## src/rtl/bitwise_logic_pipe.sv

```systemverilog
`default_nettype none
// ============================================================================
// Module   : bitwise_logic_pipe
// Brief    : WIDTH-bit bitwise logic unit with XOR-accumulate mode,
//            registered result stage and valid/ready handshakes.
// Revision : 1.0 - initial parametrised release
// ============================================================================
module bitwise_logic_pipe #(
    parameter int WIDTH      = 32,
    parameter int ACC_BEATS  = 4,
    parameter int GATE_DELAY = 10
) (
    input  logic             clk,
    input  logic             reset,
    input  logic             in_valid,
    output logic             in_ready,
    input  logic [2:0]       op,
    input  logic [WIDTH-1:0] a,
    input  logic [WIDTH-1:0] b,
    output logic             out_valid,
    input  logic             out_ready,
    output logic [WIDTH-1:0] out_data,
    output logic             out_zero,
    output logic             out_acc
);

    localparam int C_CNT_W = $clog2(ACC_BEATS + 1);

    localparam logic [2:0] C_OP_AND  = 3'b000;
    localparam logic [2:0] C_OP_OR   = 3'b001;
    localparam logic [2:0] C_OP_XOR  = 3'b010;
    localparam logic [2:0] C_OP_NAND = 3'b011;
    localparam logic [2:0] C_OP_NOR  = 3'b100;
    localparam logic [2:0] C_OP_XNOR = 3'b101;
    localparam logic [2:0] C_OP_ACC  = 3'b110;
    localparam logic [2:0] C_OP_CLR  = 3'b111;

    localparam logic [C_CNT_W-1:0] C_CNT_LAST = C_CNT_W'(ACC_BEATS - 1);
    localparam logic [C_CNT_W-1:0] C_CNT_ONE  = C_CNT_W'(1);

    // Accumulator states: IDLE means no partial sum is held.
    localparam logic [0:0] S_IDLE  = 1'b0;
    localparam logic [0:0] S_ACCUM = 1'b1;

    // Reject illegal parameterisations at elaboration time. GATE_DELAY only
    // shapes simulation timing of gate models, so synthesis just checks sign.
    generate
        if (WIDTH < 1 || ACC_BEATS < 1 || GATE_DELAY < 0) begin : g_param_check
            $error("bitwise_logic_pipe: illegal parameter value");
        end
    endgenerate

    logic [0:0]         r_state;
    logic [C_CNT_W-1:0] r_count;
    logic [WIDTH-1:0]   r_acc;

    logic               w_accept;
    logic               w_consume;
    logic               w_is_logic;
    logic               w_acc_last;
    logic               w_load;
    logic [WIDTH-1:0]   w_acc_base;
    logic [WIDTH-1:0]   w_acc_next;
    logic [WIDTH-1:0]   w_logic;
    logic [WIDTH-1:0]   w_load_data;

    // Handshake: the register can take a beat when empty or being drained.
    always_comb begin
        in_ready  = !out_valid || out_ready;
        w_accept  = in_valid && in_ready;
        w_consume = out_valid && out_ready;
    end

    // Bitwise op selection, accumulate fold, and output-load decision.
    always_comb begin
        w_logic = '0;
        case (op)
            C_OP_AND:  w_logic = a & b;
            C_OP_OR:   w_logic = a | b;
            C_OP_XOR:  w_logic = a ^ b;
            C_OP_NAND: w_logic = ~(a & b);
            C_OP_NOR:  w_logic = ~(a | b);
            C_OP_XNOR: w_logic = ~(a ^ b);
            default:   w_logic = '0;
        endcase
        // In IDLE the running sum is by definition empty.
        w_acc_base  = (r_state == S_IDLE) ? '0 : r_acc;
        w_acc_next  = w_acc_base ^ a ^ b;
        w_is_logic  = (op != C_OP_ACC) && (op != C_OP_CLR);
        w_acc_last  = (op == C_OP_ACC) && (r_count == C_CNT_LAST);
        w_load      = w_accept && (w_is_logic || w_acc_last);
        w_load_data = w_is_logic ? w_logic : w_acc_next;
    end

    // Result register: load on a producing beat, otherwise drain on consume.
    always_ff @(posedge clk) begin
        if (reset) begin
            out_valid <= 1'b0;
            out_data  <= '0;
            out_zero  <= 1'b0;
            out_acc   <= 1'b0;
        end else if (w_load) begin
            out_valid <= 1'b1;
            out_data  <= w_load_data;
            out_zero  <= (w_load_data == '0);
            out_acc   <= !w_is_logic;
        end else if (w_consume) begin
            out_valid <= 1'b0;
        end
    end

    // Accumulator FSM: folds ACC beats, emits on the last one, CLR restarts.
    always_ff @(posedge clk) begin
        if (reset) begin
            r_state <= S_IDLE;
            r_count <= '0;
            r_acc   <= '0;
        end else if (w_accept) begin
            if (op == C_OP_CLR || w_acc_last) begin
                r_state <= S_IDLE;
                r_count <= '0;
                r_acc   <= '0;
            end else if (op == C_OP_ACC) begin
                r_state <= S_ACCUM;
                r_count <= r_count + C_CNT_ONE;
                r_acc   <= w_acc_next;
            end
        end
    end

endmodule
`default_nettype wire
```

## config.mk

```make
export PLATFORM = sky130hd
export DESIGN_NAME = bitwise_logic_pipe
export DESIGN_NICKNAME = d
export VERILOG_FILES = /design/src/rtl/bitwise_logic_pipe.sv
export SDC_FILE = /design/constraint.sdc
export NUM_CORES = 1
export LEC_CHECK = 0
export CORE_UTILIZATION = 35
export CTS_CLUSTER_SIZE = 40
export DETAILED_ROUTE_END_ITERATION = 8
export HOLD_SLACK_MARGIN = 0.05
export MAX_ROUTING_LAYER = met4
export PLACE_DENSITY_LB_ADDON = 0.1
export SKIP_LAST_GASP = 1
export SYNTH_ARGS = -nofsm -noshare
export SYNTH_HDL_FRONTEND = slang
export SYNTH_SLANG_ARGS = --single-unit
```

## constraint.sdc

```tcl
create_clock -name clk -period 3.8 [get_ports clk]
set_clock_uncertainty 0.05 [all_clocks]
set_input_delay 0.76 -clock clk [delete_from_list [all_inputs] [get_ports clk]]
set_output_delay 0.76 -clock clk [all_outputs]
set_load 0.03 [all_outputs]
```

==> results by group, run 1 <==
Synthesis
  • Synth Cell Area: 6420 um2
  • Warnings, synthesis: 0
  • Seq/Total Area, Yosys: 22.1%
  • Mapped Cells: 895
  • Post-synth ARST share: 0%
  • Post-synth cell types: 51
  • Fraction of synthesized area in multiplexers: 1.73%
  • Adder-cell area share of the yosys netlist: 12.9%
  • Post-synthesis compound-gate area fraction: 27.5%
  • Post-synth EDFFs: 0
  • XOR/XNOR share of the synthesized area: 8.59%
  • Area leader, netlist: dfxtp_1
  • Primary FF master, synth: dfxtp_1
  • Synth Net Count: 1032
  • Top cells by area, synth: dfxtp_1 (22%), ha_1 (13%), nor2_1 (6.3%)
  • Simple-gate portion of the synthesized area: 18.0%
  • FF+latch count, synth: 71
  • Mapped Avg Cell Area: 7.17 um2
  • Largest family of logic cells by synthesized area: compound AO/OA/AOI/OAI gates
  • Synth cell count leaders: nor2_1 (107), nand2_1 (97), inv_1 (77), a21oi_1 (73), dfxtp_1 (71)
  • Synth top area share: 22.1%
  • Count leader, synth: nor2_1

Global route
  • Pin count of the biggest net entering global routing: 86
  • Number of global-route vias before repair: 5669
  • Global-route wire length before repair: 30600 um
  • Tot GR Track Use: 22.1%
  • Total grt overflow: 0
  • Initial antenna violation count: 0

Finish
  • Layout cell share with drive strength beyond 1: 5.97%
  • # diodes: 0
  • Register Area: 1420 um2
  • Multi-input gate area: 4420 um2
  • Fill cell count: 1837
  • Nets@finish: 1120
  • Area delta synth->final: 26.1%

Routing
  • Via count: 6365
  • Vias per cell: 5.23
  • Initial DRC Count: 419
  • Drt drc: 0
  • Drt total wl: 19700 um
  • First-pass iteration count of the detailed router: 6
  • Post-route ant nets: 0
  • Drt wl/cell: 16.2 um

STA
  • Tcrit/Tclk final: 79.6%
  • Final Hold Vio Count: 0
  • Max frequency: 330 MHz
  • Final setup vio count: 0
  • Worst slew pin tran: 814 ps
  • Setup TNS Final: 0 ps
  • Worst slew margin: 45.7%
  • RSZ-0062 raised after global routing: no
  • Max-slew violation count: 0
  • Final worst slack: 773 ps
  • Tmin final: 3030 ps

Worst hold path
  • Worst min path class: reg -> reg

Placement
  • Routability cong.: 0.839
  • IO Port Bufs: 106
  • HPWL after DPL: 14700 um
  • Pre-CTS setup slack: 417 ps

Clock network
  • CTS sink count: 71
  • CTS buffer count: 9
  • Hold Buf Count CTS: 0
  • Max Root-Sink Buffers: 2
  • CTS tree: built
  • Buffer type at the clock tree root: clkbuf_16
  • Setup bufs post-CTS: 0
  • Worst-path clk slew: 60 ps
  • Worst-Skew Late Latency: 340 ps
  • # H-tree levels: 3
  • Post-CTS Resized: 0

Run
  • Max Cap Viol: 0

Setup path
  • Crit Path Class: in -> reg
  • Critical path capture point type: register
  • Crit start category: input pin
  • Crit path DAT: 3250 ps
  • Worst Path Required: 4030 ps
  • Crit Path Max Fanout: 3

Power
  • LEAKAGE: 3.30 nW
  • PwrDens: 324 nW/um2
  • Worst vdd ir: 194 uV

Die
  • Die height: 137 um
  • I/O pin count: 107
  • Die width: 137 um
  • Cell Rows: 49
  • Starting Density: 35.7%
  • Die footprint: 18900 um2
  • Core area: 18000 um2

Outcome
  • Run status: finished clean
==> cell families (layout without fill, tap and decap cells) <==
family | after synthesis | count (layout)
DFF | 71 | 71
buffers and inverters | 137 | 230
xor gates and xnor gates | 63 | 63
adders and majority gates | 66 | 66
AOI/OAI and AO/OA | 281 | 281
and+or+nand+nor | 266 | 266
muxes | 11 | 11
==> sequential cells by signal, summed over array words and instances, names as in the netlist <==
name,count
r_state,1
out_data,32
r_count,3
r_acc,32
out_acc,1
out_zero,1
out_valid,1
==> report_power, final <==
| group | total (mW) | internal [mW] | switching, mW |
|---|---|---|---|
| logic | 0.803 | 0.338 | 0.465 |
| clock network | 1.01 | 0.677 | 0.336 |
| registers | 0.805 | 0.783 | 0.0228 |
| total | 2.62 | 1.80 | 0.824 |
==> per-layer routing <==
layer / global-route usage, % / vias to the layer above / routed length [um]
met5: - / - / 0
met4: 5.07 / 0 / 279
met3: 3.53 / 16 / 980
met2: 35.5 / 170 / 9170
met1: 28.9 / 2885 / 9230
li1: - / 3294 / -
==> stage by stage <==
stage / hold slack [ps] / utilization [%] / cells / area, um2 / power [mW]
6_report: 404 / 45.1 / 1217 / 8100 / 2.62
3_5_place_dp: 399 / 43.1 / 1201 / 7740 / 1.63
2_1_floorplan: 400 / - / 895 / 6420 / 1.31
5_1_grt: 430 / 45.1 / 1217 / 8100 / 2.76
3_3_place_gp: 399 / 43.1 / 1201 / 7740 / 1.63
4_1_cts: 407 / 45.1 / 1217 / 8100 / 2.64
==> path summary, 6_finish.rpt <==
| check | from | end | slack (ps) | cells after the start |
|---|---|---|---|---|
| setup / recovery | a[19] | out_zero | 770 | 10 |
| hold / removal | out_data[6] | out_data[6] | 400 | 2 |
| setup reg to reg | r_state | out_zero | 1100 | 10 |
| hold reg to reg | out_data[6] | out_data[6] | 400 | 2 |
==> cell usage in the layout, fill, tap and decap left out, drive strengths merged, types with 2 or more instances in the layout <==
cell type / n
a211oi: 31
a21oi: 73
a221o: 3
a221oi: 3
a22oi: 14
a31oi: 5
a32oi: 19
and3: 3
buf: 34
bufinv: 3
clkbuf: 11
clkdlybuf4s50: 102
clkinv: 2
dfxtp: 71
ha: 66
inv: 78
mux2i: 10
nand2: 97
nand2b: 13
nand3b: 3
nand4: 4
nor2: 109
nor2b: 17
nor3: 11
o2111ai: 2
o211ai: 23
o21ai: 82
o221a: 4
o221ai: 2
o22ai: 9
o31ai: 7
or4: 2
xnor2: 22
xor2: 41
==> layout make-up <==
class                      count  area share (%)
timing repair buffer         136            16.3
multi-input combinational    687            54.6
inverter                      78            3.62
sequential                    71            17.6
clock inverter                 5            1.28
tap                          229            3.54
clock buffer                  11            3.12
==> worst max-delay path, cell delays in order <==
cell,delay (ps)
clkdlybuf4s50_1,510
inv_1,60
ha_1,290
o21ai_0,90
a21oi_1,180
o221a_1,290
nand4_1,110
or2_2,310
or4_1,520
o21ai_1,120
(Power assumes the default switching activity.)
==> inputs of run 2 (changes only) <==
==> constraint.sdc (replaced) <==
create_clock -name clk -period 2.6 [get_ports clk]
set_clock_uncertainty 0.05 [all_clocks]
set_input_delay 0.52 -clock clk [delete_from_list [all_inputs] [get_ports clk]]
set_output_delay 0.52 -clock clk [all_outputs]
set_load 0.03 [all_outputs]
==> run 2 against run 1 <==
Wire length is 3.7% higher. Via count grew 8.9%. Worst setup slack got worse by 700 ps. Die area is the same. Design area grew 18%. Combinational power rose by 86%. Critical endpoint unchanged. Register-to-register slack got worse by 690 ps. Sequential share of layout area shrank 2.7 points. Flip-flop and latch count is the same. Total power is 51% higher.
==> results by group, run 2 (same netlist as run 1, synthesis figures left out) <==
Power
  • Clock group share of total power: 32.8% (-5.8 points)
  • NetSw: 1.33 mW (+61%)
  • P_int: 2.63 mW (+46%)
  • Worst vdd ir: 370 uV (+90%)
  • Combinational Power Share: 37.7% (+7.1 points)
  • Pwr Total: 3.96 mW (+51%)
  • Flop pwr share: 29.6% (-1.1 points)
  • LEAKAGE: 4.22 nW (+28%)
  • PwrDens: 415 nW/um2 (+28%)
  • Switch share: 33.6% (+2.1 points)

Routing
  • Initial DRC Count: 312 (-26%)
  • Drt wl/cell: 14.8 um (-8.5%)
  • Via count: 6929 (+8.9%)
  • First-pass iteration count of the detailed router: 5 (-1)
  • Vias per cell: 5.02 (-3.9%)
  • Drt drc: 0 (unchanged)
  • Drt total wl: 20400 um (+3.7%)
  • Post-route ant nets: 0 (unchanged)

Worst hold path
  • Worst hold start: out_data[6]
  • Hold Path End: out_data[6]
  • Worst min path class: reg -> reg
  • Hold path depth: 2 (unchanged)

Setup path
  • Crit start category: input pin
  • Critical path capture point type: register
  • Worst R2R Setup Slack: 410 ps (-690 ps)
  • Crit Path Class: in -> reg
  • Worst R2R Path Depth: 9 (-1)
  • CP dominant cell by count: o21ai_1
  • R2R Path Start: r_state
  • Critical path's slowest cell: clkdlybuf4s50_1
  • Reg-to-reg endpoint: out_zero
  • CP cell instances: clkdlybuf4s50_1 -> inv_1 -> ha_1 -> a221o_1 -> o21ai_1 -> buf_4 -> nand4_1 -> or4_1 -> o21ai_1
  • Slowest stage delay, CP: 510 ps (about the same)
  • Worst Path Required: 2830 ps (-1200 ps)
  • Crit path DAT: 2760 ps (-490 ps)
  • Crit Path Max Fanout: 3 (unchanged)

STA
  • Worst slew pin tran: 799 ps (-15.7 ps)
  • Final setup vio count: 0 (unchanged)
  • Final worst slack: 74.8 ps (-699 ps)
  • Worst slew margin: 46.8% (+1.0 points)
  • Tmin final: 2530 ps
  • Max-slew violation count: 0 (unchanged)
  • Max frequency: 396 MHz
  • Final Hold Vio Count: 0 (unchanged)
  • Tcrit/Tclk final: 97.1%
  • RSZ-0062 raised after global routing: no
  • Setup TNS Final: 0 ps (unchanged)

Die
  • Cell Rows: 49 (unchanged)
  • Starting Density: 35.7% (unchanged)
  • Die footprint: 18900 um2 (unchanged)
  • Die width: 137 um (unchanged)
  • Die height: 137 um (unchanged)
  • I/O pin count: 107 (unchanged)
  • Core area: 18000 um2 (unchanged)

Global route
  • Tot GR Track Use: 22.7% (+0.60 points)
  • Total grt overflow: 0 (unchanged)
  • Number of global-route vias before repair: 6303 (+11%)
  • Pin count of the biggest net entering global routing: 72 (-16%)
  • Global-route wire length before repair: 31700 um (+3.7%)
  • Initial antenna violation count: 1 (+1)

Finish
  • Layout cell share with drive strength beyond 1: 22.0% (+16 points)
  • Fill cell count: 1770 (-3.6%)
  • Fin area: 9550 um2 (+18%)
  • Nets@finish: 1281 (+14%)
  • Biggest regs: out_data: 32 flops, r_acc: 32 flops, r_count: 3 flops
  • Commonest non-fill, non-tap cell in the layout: buf_4
  • Area delta synth->final: 48.7%
  • Post-layout util: 53.1% (+8.1 points)
  • Most frequent cells in the layout: buf_4 (182), nor2_1 (105), nand2_1 (96)

Placement
  • DP Area: 8960 um2 (+16%)
  • Routability cong.: 0.778 (-7.3%)
  • IO Port Bufs: 106 (unchanged)
  • Pre-CTS setup slack: -593 ps (-1010 ps)
  • HPWL after DPL: 15800 um (+7.0%)

Clock network
  • # H-tree levels: 3 (unchanged)
  • Worst-path clk slew: 60 ps (about the same)
  • CTS buffer count: 9 (unchanged)
  • Buffer type at the clock tree root: clkbuf_16
  • Worst-Skew Late Latency: 350 ps (about the same)
  • CTS tree: built
  • CTS sink count: 71 (unchanged)
  • Max Root-Sink Buffers: 2 (unchanged)

Outcome
  • Run status: finished clean

Run
  • Max Cap Viol: 0 (unchanged)
==> run 2: power by group through the flow <==
stage / Clock (mW) / Sequential [mW] / Combinational [mW]
after floorplan: 0 / 1.28 / 0.633
after global placement: 0 / 1.20 / 1.43
after detailed placement: 0 / 1.20 / 1.43
after CTS: 1.32 / 1.17 / 1.46
after global routing: 1.37 / 1.18 / 1.64
final: 1.30 / 1.17 / 1.49
==> run 2: worst max path at each step <==
stage,from,end,slack (ps),depth (start not counted)
after floorplan,out_ready,r_acc[10],180,10
after global placement,a[15],out_zero,-560,11
after detailed placement,b[15],out_zero,-590,11
after CTS,a[11],out_zero,3,11
after global routing,a[25],out_zero,0.9,9
final,a[25],out_zero,70,9
==> run 2: worst max-delay path, delay by kind of cell <==
family,cells,cell delay (ps)
compound gates,3,590
simple gates,2,610
buf+inv,3,730
fa+ha+maj,1,300
==> run 2: metal layers <==
metal,share of wire [%],global-route usage (%)
met1,46,27.6
met2,49,38.5
met3,3.7,4.12
met4,1.2,5.37
met5,0,-
==> run 2: timing repair <==
action                     CTS  global route
pin swaps                   12            19
setup endpoints to repair    1             1
setup buffers                6             3
gates resized for setup     32            38
hold buffers                 0             0
==> run 2: layout make-up <==
cell class	instances	area, um2	share of cell area, %
Multi-Input combinational cell	687	4630	48.5
Sequential cell	71	1420	14.9
Clock inverter	7	78.8	0.826
Inverter	78	293	3.07
Clock buffer	9	225	2.36
Antenna cell	1	2.50	0.0262
Timing Repair Buffer	297	2610	27.4
Tap cell	229	287	3.00
==> run 2: through the flow <==
step / std cells / hold WS, ps
global route: 1379 / 433
CTS: 1375 / 411
detailed placement: 1353 / 401
floorplan: 895 / 400
finish: 1379 / 409
global placement: 1353 / 398
==> inputs of run 3 (changes only) <==
--- a/config.mk
+++ b/config.mk
@@ -5,12 +5,15 @@
 export SDC_FILE = /design/constraint.sdc
 export NUM_CORES = 1
 export LEC_CHECK = 0
+export CORE_ASPECT_RATIO = 0.7
 export CORE_UTILIZATION = 35
 export CTS_CLUSTER_SIZE = 40
 export DETAILED_ROUTE_END_ITERATION = 8
 export HOLD_SLACK_MARGIN = 0.05
 export MAX_ROUTING_LAYER = met4
 export PLACE_DENSITY_LB_ADDON = 0.1
+export REMOVE_ABC_BUFFERS = 1
+export SKIP_CTS_REPAIR_TIMING = 1
 export SKIP_LAST_GASP = 1
 export SYNTH_ARGS = -nofsm -noshare
 export SYNTH_HDL_FRONTEND = slang
==> run 3 against run 2 <==
Fmax increased by 0.74%. First-iteration DRC count increased by 39%. Core utilization decreased by 0.27 points. Die area about the same. Clock power decreased by 10%. Worst hold slack got worse by 7.1 ps. Cell count decreased by 0.65%. Combinational power about the same. Total power decreased by 3.8%. Non-clock buffer count decreased by 14. Sequential share of layout area increased by 0.054 points. Critical path type unchanged. Highest routed layer unchanged.
==> results by group, run 3 (same netlist as run 1, synthesis figures left out) <==
Power
  • Pwr Total: 3.81 mW (-3.8%)
  • LEAKAGE: 4.31 nW (+2.1%)
  • P_int: 2.53 mW (-4.0%)
  • PwrDens: 400 nW/um2 (-3.5%)
  • NetSw: 1.29 mW (-3.3%)
  • Clock group share of total power: 30.6% (-2.2 points)
  • Switch share: 33.7% (+0.16 points)
  • Combinational Power Share: 38.5% (+0.8 points)
  • Worst vdd ir: 297 uV (-20%)
  • Flop pwr share: 30.8% (+1.2 points)

STA
  • Tcrit/Tclk final: 96.4% (-0.72 points)
  • Final setup vio count: 0 (unchanged)
  • Max-slew violation count: 0 (unchanged)
  • Tmin final: 2510 ps (-18.7 ps)
  • Max frequency: 399 MHz (+0.74%)
  • Hold WS: 402 ps (-7.06 ps)
  • Final Hold Vio Count: 0 (unchanged)
  • RSZ-0062 raised after global routing: yes
  • Worst slew margin: 42.6% (-4.2 points)
  • Worst slew pin tran: 861 ps (+62.4 ps)

Global route
  • Initial antenna violation count: 0 (-1)
  • Global-route wire length before repair: 33300 um (+5.0%)
  • Pin count of the biggest net entering global routing: 72 (unchanged)
  • Number of global-route vias before repair: 6253 (-0.79%)
  • Total grt overflow: 0 (unchanged)
  • Tot GR Track Use: 23.5% (+0.84 points)

Clock network
  • Worst-Skew Late Latency: 350 ps (about the same)
  • CTS sink count: 71 (unchanged)
  • Max Root-Sink Buffers: 2 (unchanged)
  • # H-tree levels: 3 (unchanged)
  • CTS buffer count: 9 (unchanged)
  • Worst-path clk slew: 60 ps (about the same)
  • Buffer type at the clock tree root: clkbuf_16
  • CTS tree: built

Setup path
  • R2R Path Start: r_state
  • Crit path DAT: 2740 ps (-20 ps)
  • CP cell instances: clkbuf_4 -> inv_1 -> buf_4 -> nor2_2 -> buf_12 -> a22oi_1 -> o21ai_1 -> nand4_1 -> or2_4 -> or4_4 -> o21ai_2
  • Critical path capture point type: register
  • WP buf/inv: 4 (+1)
  • Slowest stage delay, CP: 530 ps (+20 ps)
  • Worst Path Required: 2840 ps (about the same)
  • Crit Path Max Fanout: 10 (+7)
  • Critical path's slowest cell: or4_4
  • Crit Path Class: in -> reg
  • Crit path from: op[1]
  • Crit start category: input pin
  • CP top delay family: simple AND/OR/NAND/NOR gates

Finish
  • Most frequent cells in the layout: buf_4 (169), nor2_1 (104), nand2_1 (96)
  • Layout cell share with drive strength beyond 1: 22.4% (+0.38 points)
  • Biggest regs: out_data: 32 flops, r_acc: 32 flops, r_count: 3 flops
  • Commonest non-fill, non-tap cell in the layout: buf_4
  • Area delta synth->final: 48.3%
  • Post-layout util: 52.9% (-0.27 points)
  • Register Area: 1420 um2 (about the same)
  • Multi-input gate area: 4680 um2 (+1.1%)
  • Fill cell count: 1726 (-2.5%)
  • Nets@finish: 1267 (-1.1%)
  • # diodes: 0 (-1)
  • Finished Layout Cells: 1370 (-0.65%)

Die
  • Core area: 18000 um2 (+0.24%)
  • Die footprint: 18900 um2 (about the same)
  • I/O pin count: 107 (unchanged)
  • Starting Density: 35.7% (-0.084 points)
  • Die height: 115 um (-16%)
  • Die width: 164 um (+19%)
  • Cell Rows: 41 (-16%)

Routing
  • Initial DRC Count: 434 (+39%)
  • Post-route ant nets: 0 (unchanged)
  • First-pass iteration count of the detailed router: 7 (+2)
  • Vias per cell: 5.02 (about the same)
  • Via count: 6882 (-0.68%)
  • Drt drc: 0 (unchanged)
  • Drt wl/cell: 15.4 um (+4.1%)
  • Drt total wl: 21100 um (+3.4%)

Outcome
  • Run status: finished clean

Run
  • Max Cap Viol: 0 (unchanged)

Placement
  • Dpl cells: 1349 (-0.30%)
  • Routability cong.: 0.822 (+5.6%)
  • HPWL after DPL: 15400 um (-2.2%)
  • IO Port Bufs: 106 (unchanged)

Worst hold path
  • Worst min path class: reg -> reg
  • Worst hold start: out_data[16]
-- run 3: worst register-to-register path, delay by kind of cell (launching register included) --
kind,cells,cell delay [ps]
AO/OA/AOI/OAI,1,130
XOR/XNOR,1,140
buffers and inverters,2,340
flip-flops,1,500
AND/OR/NAND/NOR,6,1200
-- run 3: worst paths after layout --
kind | end | slack [ps] | cells after the start
setup reg to reg | out_zero | 180 | 10
hold reg to reg | out_data[16] | 400 | 2
hold / removal | out_data[16] | 400 | 2
setup / recovery | out_zero | 90 | 11
-- run 3: layer usage --
layer / vias to the layer above / share of wire (%) / track usage (%)
li1: 3578 / - / -
met1: 3110 / 53 / 34.3
met2: 180 / 41 / 33.9
met3: 14 / 5.5 / 3.57
met4: 0 / 0.73 / 4.57
met5: - / 0 / -
-- run 3: power by group through the flow --
stage | Clock (mW) | Sequential [mW] | Combinational, mW
6_report | 1.17 | 1.18 | 1.47
3_5_place_dp | 0 | 1.20 | 1.39
2_1_floorplan | 0 | 1.28 | 0.552
5_1_grt | 1.23 | 1.18 | 1.61
4_1_cts | 1.19 | 1.18 | 1.40
3_3_place_gp | 0 | 1.20 | 1.39
-- run 3: cell type report --
type / count / share of cell area [%]
multi-input cells: 687 / 49.1
clock inverters: 1 / 0.0526
repair buffers: 283 / 27.0
clock buffers: 14 / 2.67
well taps: 236 / 3.10
inverters: 78 / 3.08
flip-flops and latches: 71 / 14.9
-- run 3: per-stage QoR --
step / area (um2) / TNS [ps] / setup WS (ps)
after CTS: 9130 / -187 / -187
after floorplan: 6120 / -30140 / -1220
after global routing: 9520 / -44.8 / -44.8
after global placement: 8870 / -5180 / -549
final: 9520 / 0 / 93.4
after detailed placement: 8870 / -7300 / -549
